<file path="config.mk">
export PLATFORM = sky130hd
export DESIGN_NAME = stage_mem_wb
export DESIGN_NICKNAME = d
export VERILOG_FILES = /design/src/rtl/types_pkg.sv /design/src/rtl/dmem_timeout_counter.sv /design/src/rtl/stage_mem_wb.sv
export SDC_FILE = /design/constraint.sdc
export NUM_CORES = 1
export LEC_CHECK = 0
export CAP_MARGIN = 20
export CORE_UTILIZATION = 46
export DETAILED_ROUTE_END_ITERATION = 8
export GPL_TIMING_DRIVEN = 0
export PLACE_DENSITY = 0.92
export SYNTH_ARGS = -nofsm -noshare
export SYNTH_HDL_FRONTEND = slang
export SYNTH_HIERARCHICAL = 1
export SYNTH_SLANG_ARGS = --single-unit
</file>
<file path="constraint.sdc">
create_clock -name clk -period 4.9 [get_ports clk]
set_input_delay 0.735 -clock clk [delete_from_list [all_inputs] [get_ports clk]]
set_output_delay 0.735 -clock clk [all_outputs]
set_load 0.01 [all_outputs]
</file>
<file path="src/rtl/types_pkg.sv">
// Shared types for the pipeline: memory-control bits, stage-three FSM states
// and the write-back bundle consumed by fetch/decode.
package types_pkg;

  typedef struct packed {
    logic mem2r;
    logic memwr;
  } memc_t;

  typedef enum logic {
    IDLE   = 1'b0,
    ACCESS = 1'b1
  } wb_state_e;

  typedef struct packed {
    logic        reg_wr;
    logic        R0_en;
    logic [31:0] data;
    logic [7:0]  instr;
  } s3_bundle_t;

  // A memory op is rejected when both directions are requested or the word address is odd.
  function automatic logic memc_illegal(input memc_t memc, input logic [15:0] addr);
    return (memc.mem2r & memc.memwr) | ((memc.mem2r | memc.memwr) & addr[0]);
  endfunction

endpackage

</file>
<file path="src/rtl/dmem_timeout_counter.sv">
// Wait-cycle counter for an outstanding data-memory access; tc_o flags the
// last permitted cycle before the access is abandoned.
module dmem_timeout_counter #(
  parameter int unsigned TIMEOUT = 15
) (
  input  logic clk,
  input  logic rst,
  input  logic load_i,
  input  logic en_i,
  output logic tc_o
);

  localparam int unsigned W = $clog2(TIMEOUT + 1);
  localparam logic [W-1:0] LAST = W'(TIMEOUT - 1);

  logic [W-1:0] cnt_q, cnt_d;

  always_comb begin
    cnt_d = cnt_q;
    if (load_i) begin
      cnt_d = '0;
    end else if (en_i && (cnt_q != LAST)) begin
      cnt_d = cnt_q + W'(1);
    end
  end

  // NOTE: sequential state is written with <= so every register samples pre-edge values.
  always_ff @(posedge clk) begin
    if (!rst) begin
      cnt_q <= '0;
    end else begin
      cnt_q <= cnt_d;
    end
  end

  assign tc_o = (cnt_q == LAST);

endmodule

</file>
<file path="src/rtl/stage_mem_wb.sv">
// Pipeline stage three: performs data-memory loads/stores over a req/ack
// handshake and presents the registered write-back bundle to fetch/decode.
module stage_mem_wb
  import types_pkg::*;
#(
  parameter int unsigned TIMEOUT = 15
) (
  input  logic        clk,
  input  logic        rst,
  input  logic        halt_sys,
  input  logic        in_valid,
  input  memc_t       in_memc,
  input  logic        in_reg_wr,
  input  logic        in_R0_en,
  input  logic [31:0] in_alu_out,
  input  logic [15:0] in_store_data,
  input  logic [7:0]  in_instr,
  output logic        dmem_req,
  output logic        dmem_we,
  output logic [15:0] dmem_addr,
  output logic [15:0] dmem_wdata,
  input  logic        dmem_ack,
  input  logic [15:0] dmem_rdata,
  output logic        mem_busy,
  output logic        s3_valid,
  output logic        s3_reg_wr,
  output logic        s3_R0_en,
  output logic [31:0] s3_data,
  output logic [7:0]  s3_instruction,
  output logic        mem_err
);

  wb_state_e  state_q, state_d;
  logic       req_q, req_d;
  logic       we_q, we_d;
  logic       load_q, load_d;
  logic [15:0] addr_q, addr_d;
  logic [15:0] wdata_q, wdata_d;
  logic       valid_q, valid_d;
  logic       err_q, err_d;
  s3_bundle_t wb_q, wb_d;

  logic advance, accept, is_mem, bad_op, start, ack_evt, timeout, cnt_tc;

  // Halt freezes every event; an ack seen while halted is simply not consumed.
  assign advance = !halt_sys;
  assign accept  = advance && (state_q == IDLE) && in_valid;
  assign is_mem  = in_memc.mem2r | in_memc.memwr;
  assign bad_op  = memc_illegal(in_memc, in_alu_out[15:0]);
  assign start   = accept && is_mem && !bad_op;
  assign ack_evt = advance && (state_q == ACCESS) && dmem_ack;
  assign timeout = advance && (state_q == ACCESS) && !dmem_ack && cnt_tc;

  dmem_timeout_counter #(
    .TIMEOUT (TIMEOUT)
  ) u_timeout (
    .clk    (clk),
    .rst    (rst),
    .load_i (start),
    .en_i   (advance && (state_q == ACCESS)),
    .tc_o   (cnt_tc)
  );

  always_ff @(posedge clk) begin
    if (!rst) begin
      state_q <= IDLE;
    end else begin
      state_q <= state_d;
    end
  end

  // NOTE: every signal assigned in always_comb gets a default first, so no latch is inferred.
  always_comb begin
    state_d = state_q;
    case (state_q)
      IDLE:    if (start) state_d = ACCESS;
      ACCESS:  if (ack_evt || timeout) state_d = IDLE;
      default: state_d = IDLE;
    endcase
  end

  always_comb begin
    req_d   = req_q;
    we_d    = we_q;
    load_d  = load_q;
    addr_d  = addr_q;
    wdata_d = wdata_q;
    valid_d = valid_q;
    err_d   = err_q;
    wb_d    = wb_q;

    if (advance) begin
      // Flags are qualified by valid; data and instruction hold between pulses.
      valid_d      = 1'b0;
      wb_d.reg_wr  = 1'b0;
      wb_d.R0_en   = 1'b0;

      if (accept) begin
        wb_d.instr = in_instr;
        if (!is_mem) begin
          valid_d     = 1'b1;
          wb_d.reg_wr = in_reg_wr;
          wb_d.R0_en  = in_R0_en;
          wb_d.data   = in_alu_out;
        end else if (bad_op) begin
          valid_d   = 1'b1;
          err_d     = 1'b1;
          wb_d.data = {16'h0000, in_alu_out[15:0]};
        end else begin
          req_d   = 1'b1;
          we_d    = in_memc.memwr;
          load_d  = in_memc.mem2r;
          addr_d  = in_alu_out[15:0];
          wdata_d = in_store_data;
        end
      end else if (ack_evt) begin
        req_d   = 1'b0;
        valid_d = 1'b1;
        if (load_q) begin
          wb_d.data   = {16'h0000, dmem_rdata};
          wb_d.reg_wr = 1'b1;
        end else begin
          wb_d.data = {16'h0000, addr_q};
        end
      end else if (timeout) begin
        req_d   = 1'b0;
        valid_d = 1'b1;
        err_d   = 1'b1;
      end
    end
  end

  always_ff @(posedge clk) begin
    if (!rst) begin
      req_q   <= 1'b0;
      we_q    <= 1'b0;
      load_q  <= 1'b0;
      addr_q  <= '0;
      wdata_q <= '0;
      valid_q <= 1'b0;
      err_q   <= 1'b0;
      wb_q    <= '0;
    end else begin
      req_q   <= req_d;
      we_q    <= we_d;
      load_q  <= load_d;
      addr_q  <= addr_d;
      wdata_q <= wdata_d;
      valid_q <= valid_d;
      err_q   <= err_d;
      wb_q    <= wb_d;
    end
  end

  assign dmem_req       = req_q;
  assign dmem_we        = we_q;
  assign dmem_addr      = addr_q;
  assign dmem_wdata     = wdata_q;
  assign mem_busy       = (state_q == ACCESS);
  assign s3_valid       = valid_q;
  assign s3_reg_wr      = wb_q.reg_wr;
  assign s3_R0_en       = wb_q.R0_en;
  assign s3_data        = wb_q.data;
  assign s3_instruction = wb_q.instr;
  assign mem_err        = err_q;

endmodule

</file>
# [Word level (Yosys, flattened, before mapping)]
# Index checks and enable logic that the tools add are counted.
[op_classes] muxes=28 n_addsub=1 reduce_logical=22 bitwise=8 n_eq_ne=7
[op_table] operator="32-bit 2-to-1 mux" n=4
[op_table] operator="1-bit 2-to-1 mux" n=21
[op_table] operator="16-bit 2-to-1 mux" n=1
[op_table] operator="1-bit logical AND" n=9
[op_table] operator="4-bit AND reduction" n=2
[op_table] operator="5-bit AND reduction" n=1
[op_table] operator="4-bit by 1-bit adder with 4-bit output (second input constant)" n=1
[op_table] operator="4-bit == test (second input constant)" n=1
[op_table] operator="2-bit by 1-bit inequality test with 1-bit output (second input constant)" n=2
[op_table] operator="2-bit inequality test (second input constant)" n=2
[op_table] operator="4-bit inequality test (second input constant)" n=1
[op_table] operator="1-bit NOT" n=4
[op_table] operator="2-bit nonzero test" n=2
[op_table] operator="1-bit zero test" n=3
[op_table] operator="3-bit by 2-bit inequality test with 1-bit output (second input constant)" n=1
[op_table] operator="3-bit AND reduction" n=1
[op_table] operator="3-bit nonzero test" n=1
[op_table] operator="1-bit bitwise AND" n=2
[op_table] operator="2-bit 2-to-1 mux" n=1
[op_table] operator="1-bit bitwise OR" n=2
[op_table] operator="1-bit case mux with 2 select lines" n=1
[op_table] operator="2-bit AND reduction" n=1
[op_table] operator="2-bit OR reduction" n=1
[op_table] operator="1-bit logical OR" n=1
[totals] output_inout_bits=79 ff_bits=84 wordCells=79

# [Longest topological paths before layout]
[depth] word_depth=7 ltp_mapped=7 mapped_depth_nobuf=7

# [Cells and area by module]
# The synthesis kept the hierarchy.
[by_module_without_submodules] module="stage_mem_wb" cells_each=372 seq_area_each_um2=1601.5 instances=1 area_per_inst_um2=3535.9
[by_module_without_submodules] module="dmem_timeout_counter" cells_each=23 seq_area_each_um2=80.1 instances=1 area_per_inst_um2=210.2

# [Worst setup path before layout]
# OpenSTA, ideal clock, no wires.
[synth_timing] path_kind="input-to-reg" startpoint="in in_memc[1] in the netlist's numbering" endpoint="reg wb_q, in the netlist s3_data[28]" n_path_buf=2 arrival_ps=1772 path_slack_ps=3010 setup_time_ps=117 cell_stages=5 cell_sequence="xor2_1 -> a221o_1 -> buf_6 -> buf_6 -> a32o_1"
[synth_via] elab_chain_cells=5
[synth_rtl] item="from (decl)" line="stage_mem_wb.sv:12" rtl="input memc_t in_memc,"
[synth_rtl] item="1-bit bitwise OR" line="types_pkg.sv:24, stage_mem_wb.sv:48"
[synth_rtl] item="1-bit bitwise AND" line="types_pkg.sv:24" rtl="return (memc.mem2r & memc.memwr) | ((memc.mem2r | memc.memwr) & addr[0]);"
[synth_rtl] item="1-bit bitwise OR" line="types_pkg.sv:24"
[synth_rtl] item="3-bit by 2-bit inequality test with 1-bit output (no source line)"
[synth_rtl] item="3-bit AND reduction (no source line)"
[synth_rtl] item="to (signal assigned)" line="stage_mem_wb.sv:151" rtl="wb_q <= wb_d;"
[synth_rtl] item="to (decl)" line="stage_mem_wb.sv:41" rtl="s3_bundle_t wb_q, wb_d;"
# Several ways; a longest one is shown, not always the timed one.
# A chain may end at the register's enable or synchronous reset.

==> impl_metrics.env <==
export IMPL_outcome="finished clean"
export IMPL_synth_edff_count=0
export IMPL_synth_seq_area_share_pct=44.9
export IMPL_synthArstFlopShare_pct=0
export IMPL_rsz0062_at_grt="no"
export IMPL_setup_violations=0
export IMPL_grt_max_degree=14
export IMPL_muxShareOfSynthArea_pct=9.08
export IMPL_routed_via_density=5.53
export IMPL_clock_sinks=84
export IMPL_path_max_fanout=10
export IMPL_hp_class="reg -> reg"
export IMPL_worstRegToRegCells=5
export IMPL_synth_cell_area_um2=3750
export IMPL_synth_warnings=6
export IMPL_fin_nets=648
export IMPL_vias=3717
export IMPL_syn_area_per_cell_um2=9.48
export IMPL_fin_crit_ns=2.61
export IMPL_cap_violations=0
export IMPL_wl_per_cell_um=17.3
export IMPL_end_kind="flop"
export IMPL_dr_pass1_iters=4
export IMPL_synth_adder_area_share_pct=0.935
export IMPL_slowest_stage="clkdlybuf4s50_1"
export IMPL_dieArea_um2=8510
export IMPL_synth_compound_area_share_pct=23.8
export IMPL_start_util_pct=48.0
export IMPL_overflow=0
export IMPL_antenna_left=0
export IMPL_whs_endpoint="s3_data[6]"
export IMPL_final_period_utilization_pct=53.2
export IMPL_die_w_um=92.2
export IMPL_yosys_register_bits=84
export IMPL_synthSimpleGateAreaFrac_pct=14.8
export IMPL_holdPathStages=2
export IMPL_cpPeakStageDelay_ns=0.48
export IMPL_hold_viol=0
export IMPL_synth_cells=395
export IMPL_clk_latency_ns=0.34
export IMPL_clk_pin_slew_ns=0.09
export IMPL_drv_slew=0
export IMPL_grt_pass1_wl_um=18000
export IMPL_reg2reg_to="s3_data[10]"
export IMPL_peakVddDrop_v=0.000179
export IMPL_rows=32
export IMPL_tightest_slew_ns=0.632
export IMPL_portBuffers=159
export IMPL_drive_gt1_share_pct=10.9
export IMPL_ys_flop_type="dfxtp_1"
export IMPL_crit_start="rst"
export IMPL_slew_headroom_pct=57.7
export IMPL_hold_buffers=0
export IMPL_critPathMostFrequentCell="clkbuf_1"
export IMPL_synth_xor_area_share_pct=0.468
export IMPL_arrival_ns=2.89
export IMPL_syn_to_final_growth_pct=52.0
export IMPL_synth_distinct_cells=43
export IMPL_hpwlAfterDp_um=8570
export IMPL_cts_root_buf="clkbuf_8"
export IMPL_synth_nets=478
export IMPL_synth_top_family_by_area="compound AO/OA/AOI/OAI gates"
export IMPL_p_leak_uw=0.00209
export IMPL_startpoint_type="input port"
export IMPL_num_io_pins=160
export IMPL_drtIter0Drc=230
export IMPL_clockBufferDepth=2
export IMPL_cts_tree="done"
export IMPL_numCtsBuffers=9
export IMPL_postCtsSetupRepairBufs=0
export IMPL_core_area_um2=7810
export IMPL_timing_fmax_ghz=0.384
export IMPL_fin_tns_setup_ns=0
export IMPL_n_antenna_cell=0
export IMPL_cts_repair_resized=0
export IMPL_globalplace_congestion=0.876
export IMPL_worstReg2RegStart="load_q"
export IMPL_r2r_slack_ns=3.01
export IMPL_drt_wl_total_um=11600
export IMPL_die_height_um=92.2
export IMPL_power_density_nw_per_um2=268
export IMPL_grtUsageTotal_pct=27.1
export IMPL_crit_chain="clkdlybuf4s50_1 > clkbuf_1 > clkbuf_1 > clkbuf_1 > o221ai_1 > mux2i_1"
export IMPL_fillerInstances=576
export IMPL_utilization_pct=72.9
export IMPL_htree_num_levels=3
export IMPL_route_detailed_drc=0
export IMPL_crit_type="in -> reg"
export IMPL_antenna_found_initial=0
export IMPL_required_ns=5.18
export IMPL_clock_skew_ns=0.00838
export IMPL_hold_start="s3_data[6]"
export IMPL_grt_pass1_vias=3548
==> metal layers <==
| metal | vias up | global-route usage, % | share of wire, % | wire (um) |
|---|---|---|---|---|
| li1 | 1783 | - | - | - |
| met1 | 1755 | 34.1 | 43 | 4940 |
| met2 | 158 | 45.8 | 49 | 5620 |
| met3 | 21 | 6.05 | 6.4 | 739 |
| met4 | 0 | 9.11 | 2.5 | 288 |
| met5 | - | 0 | 0 | 0 |
==> registers in the layout (all words and copies together), names as in the netlist <==
| name | flops |
|---|---|
| s3_data | 32 |
| dmem_addr | 16 |
| dmem_wdata | 16 |
| s3_instruction | 8 |
| u_timeout/cnt_q | 4 |
| dmem_req | 1 |
| dmem_we | 1 |
| load_q | 1 |
| mem_busy | 1 |
| mem_err | 1 |
| s3_R0_en | 1 |
| s3_reg_wr | 1 |
| s3_valid | 1 |
==> cell usage after synthesis, types with 2 or more instances <==
library cell	instances	share of area [%]
dfxtp_1	84	45
inv_1	7	0.70
buf_6	6	1.8
a32o_1	16	4.3
nand3_1	34	4.5
nor2_1	2	0.20
nand2b_1	2	0.33
mux2_2	16	4.8
and3_1	3	0.50
nor3_1	2	0.27
or2_2	15	2.5
a21boi_1	9	1.8
ha_1	2	0.67
nand2_1	36	3.6
a21oi_1	4	0.53
o221ai_1	15	3.5
a31oi_1	2	0.33
o211a_1	2	0.53
mux2i_1	16	4.3
a21boi_0	33	6.6
buf_2	5	0.67
clkbuf_1	28	2.8
o21ai_0	36	4.8
==> critical path: cells and delay by family <==
kind | cells | cell delay (ns)
buffers and inverters | 4 | 1.69
AOI/OAI and AO/OA | 1 | 0.29
muxes | 1 | 0.18
==> how the worst max path moves through the flow <==
stage                             end  slack, ns  depth (start not counted)
after global placement     s3_data[2]       2.07                          6
after CTS                  s3_data[2]       2.32                          6
final                     s3_data[14]       2.29                          6
after global routing      s3_data[14]       2.11                          6
after floorplan           s3_data[28]       3.01                          5
after detailed placement   s3_data[2]       1.98                          6
==> cell usage in the layout, fill, tap and decap left out, types with 2 or more instances in the layout <==
cell type	n
clkdlybuf4s50_1	159
dfxtp_1	84
nand2_1	36
o21ai_0	36
nand3_1	34
a21boi_0	33
clkbuf_1	30
mux2_2	16
mux2i_1	16
a32o_1	16
or2_2	15
o221ai_1	15
clkbuf_8	11
a21boi_1	9
inv_1	7
buf_6	6
buf_2	5
a21oi_1	4
and3_1	3
nand2b_1	2
o211a_1	2
nor2_1	2
a31oi_1	2
bufinv_16	2
nor3_1	2
ha_1	2
==> kinds of logic after synthesis <==
| kind of cell | count (synthesis) |
|---|---|
| AND/OR/NAND/NOR | 104 |
| buffers and inverters | 47 |
| XOR/XNOR | 2 |
| adder cells (fa/ha/maj) | 3 |
| flip-flops | 84 |
| AO/OA/AOI/OAI | 123 |
| multiplexers | 32 |
==> stage by stage <==
stage | power (uW) | cell area, um2 | hold WS, ns | setup WS, ns | cells
2_1_floorplan | 838 | 3750 | 0.468 | 3.01 | 395
3_3_place_gp | 972 | 5470 | 0.446 | 2.07 | 656
3_5_place_dp | 979 | 5470 | 0.455 | 1.98 | 656
4_1_cts | 1530 | 5690 | 0.466 | 2.32 | 672
5_1_grt | 1580 | 5690 | 0.484 | 2.11 | 672
6_report | 1530 | 5690 | 0.466 | 2.29 | 672
==> report_power, final <==
group	switching [uW]	internal, uW	leakage (uW)
Combinational	115	138	0.00130
Clock	243	317	0.000114
Sequential	12.0	702	0.000681
==> final cells by class <==
class / instances / area, um2 / share of cell area [%]
multi-input cells: 264 / 1840 / 32.3
flip-flops and latches: 84 / 1680 / 29.5
repair buffers: 159 / 1590 / 28.0
plain buffers: 40 / 201 / 3.54
clock buffers: 13 / 159 / 2.79
well taps: 102 / 128 / 2.24
clock inverters: 3 / 68.8 / 1.21
inverters: 7 / 26.3 / 0.462
Note: power is estimated with default switching activity, not from simulation.
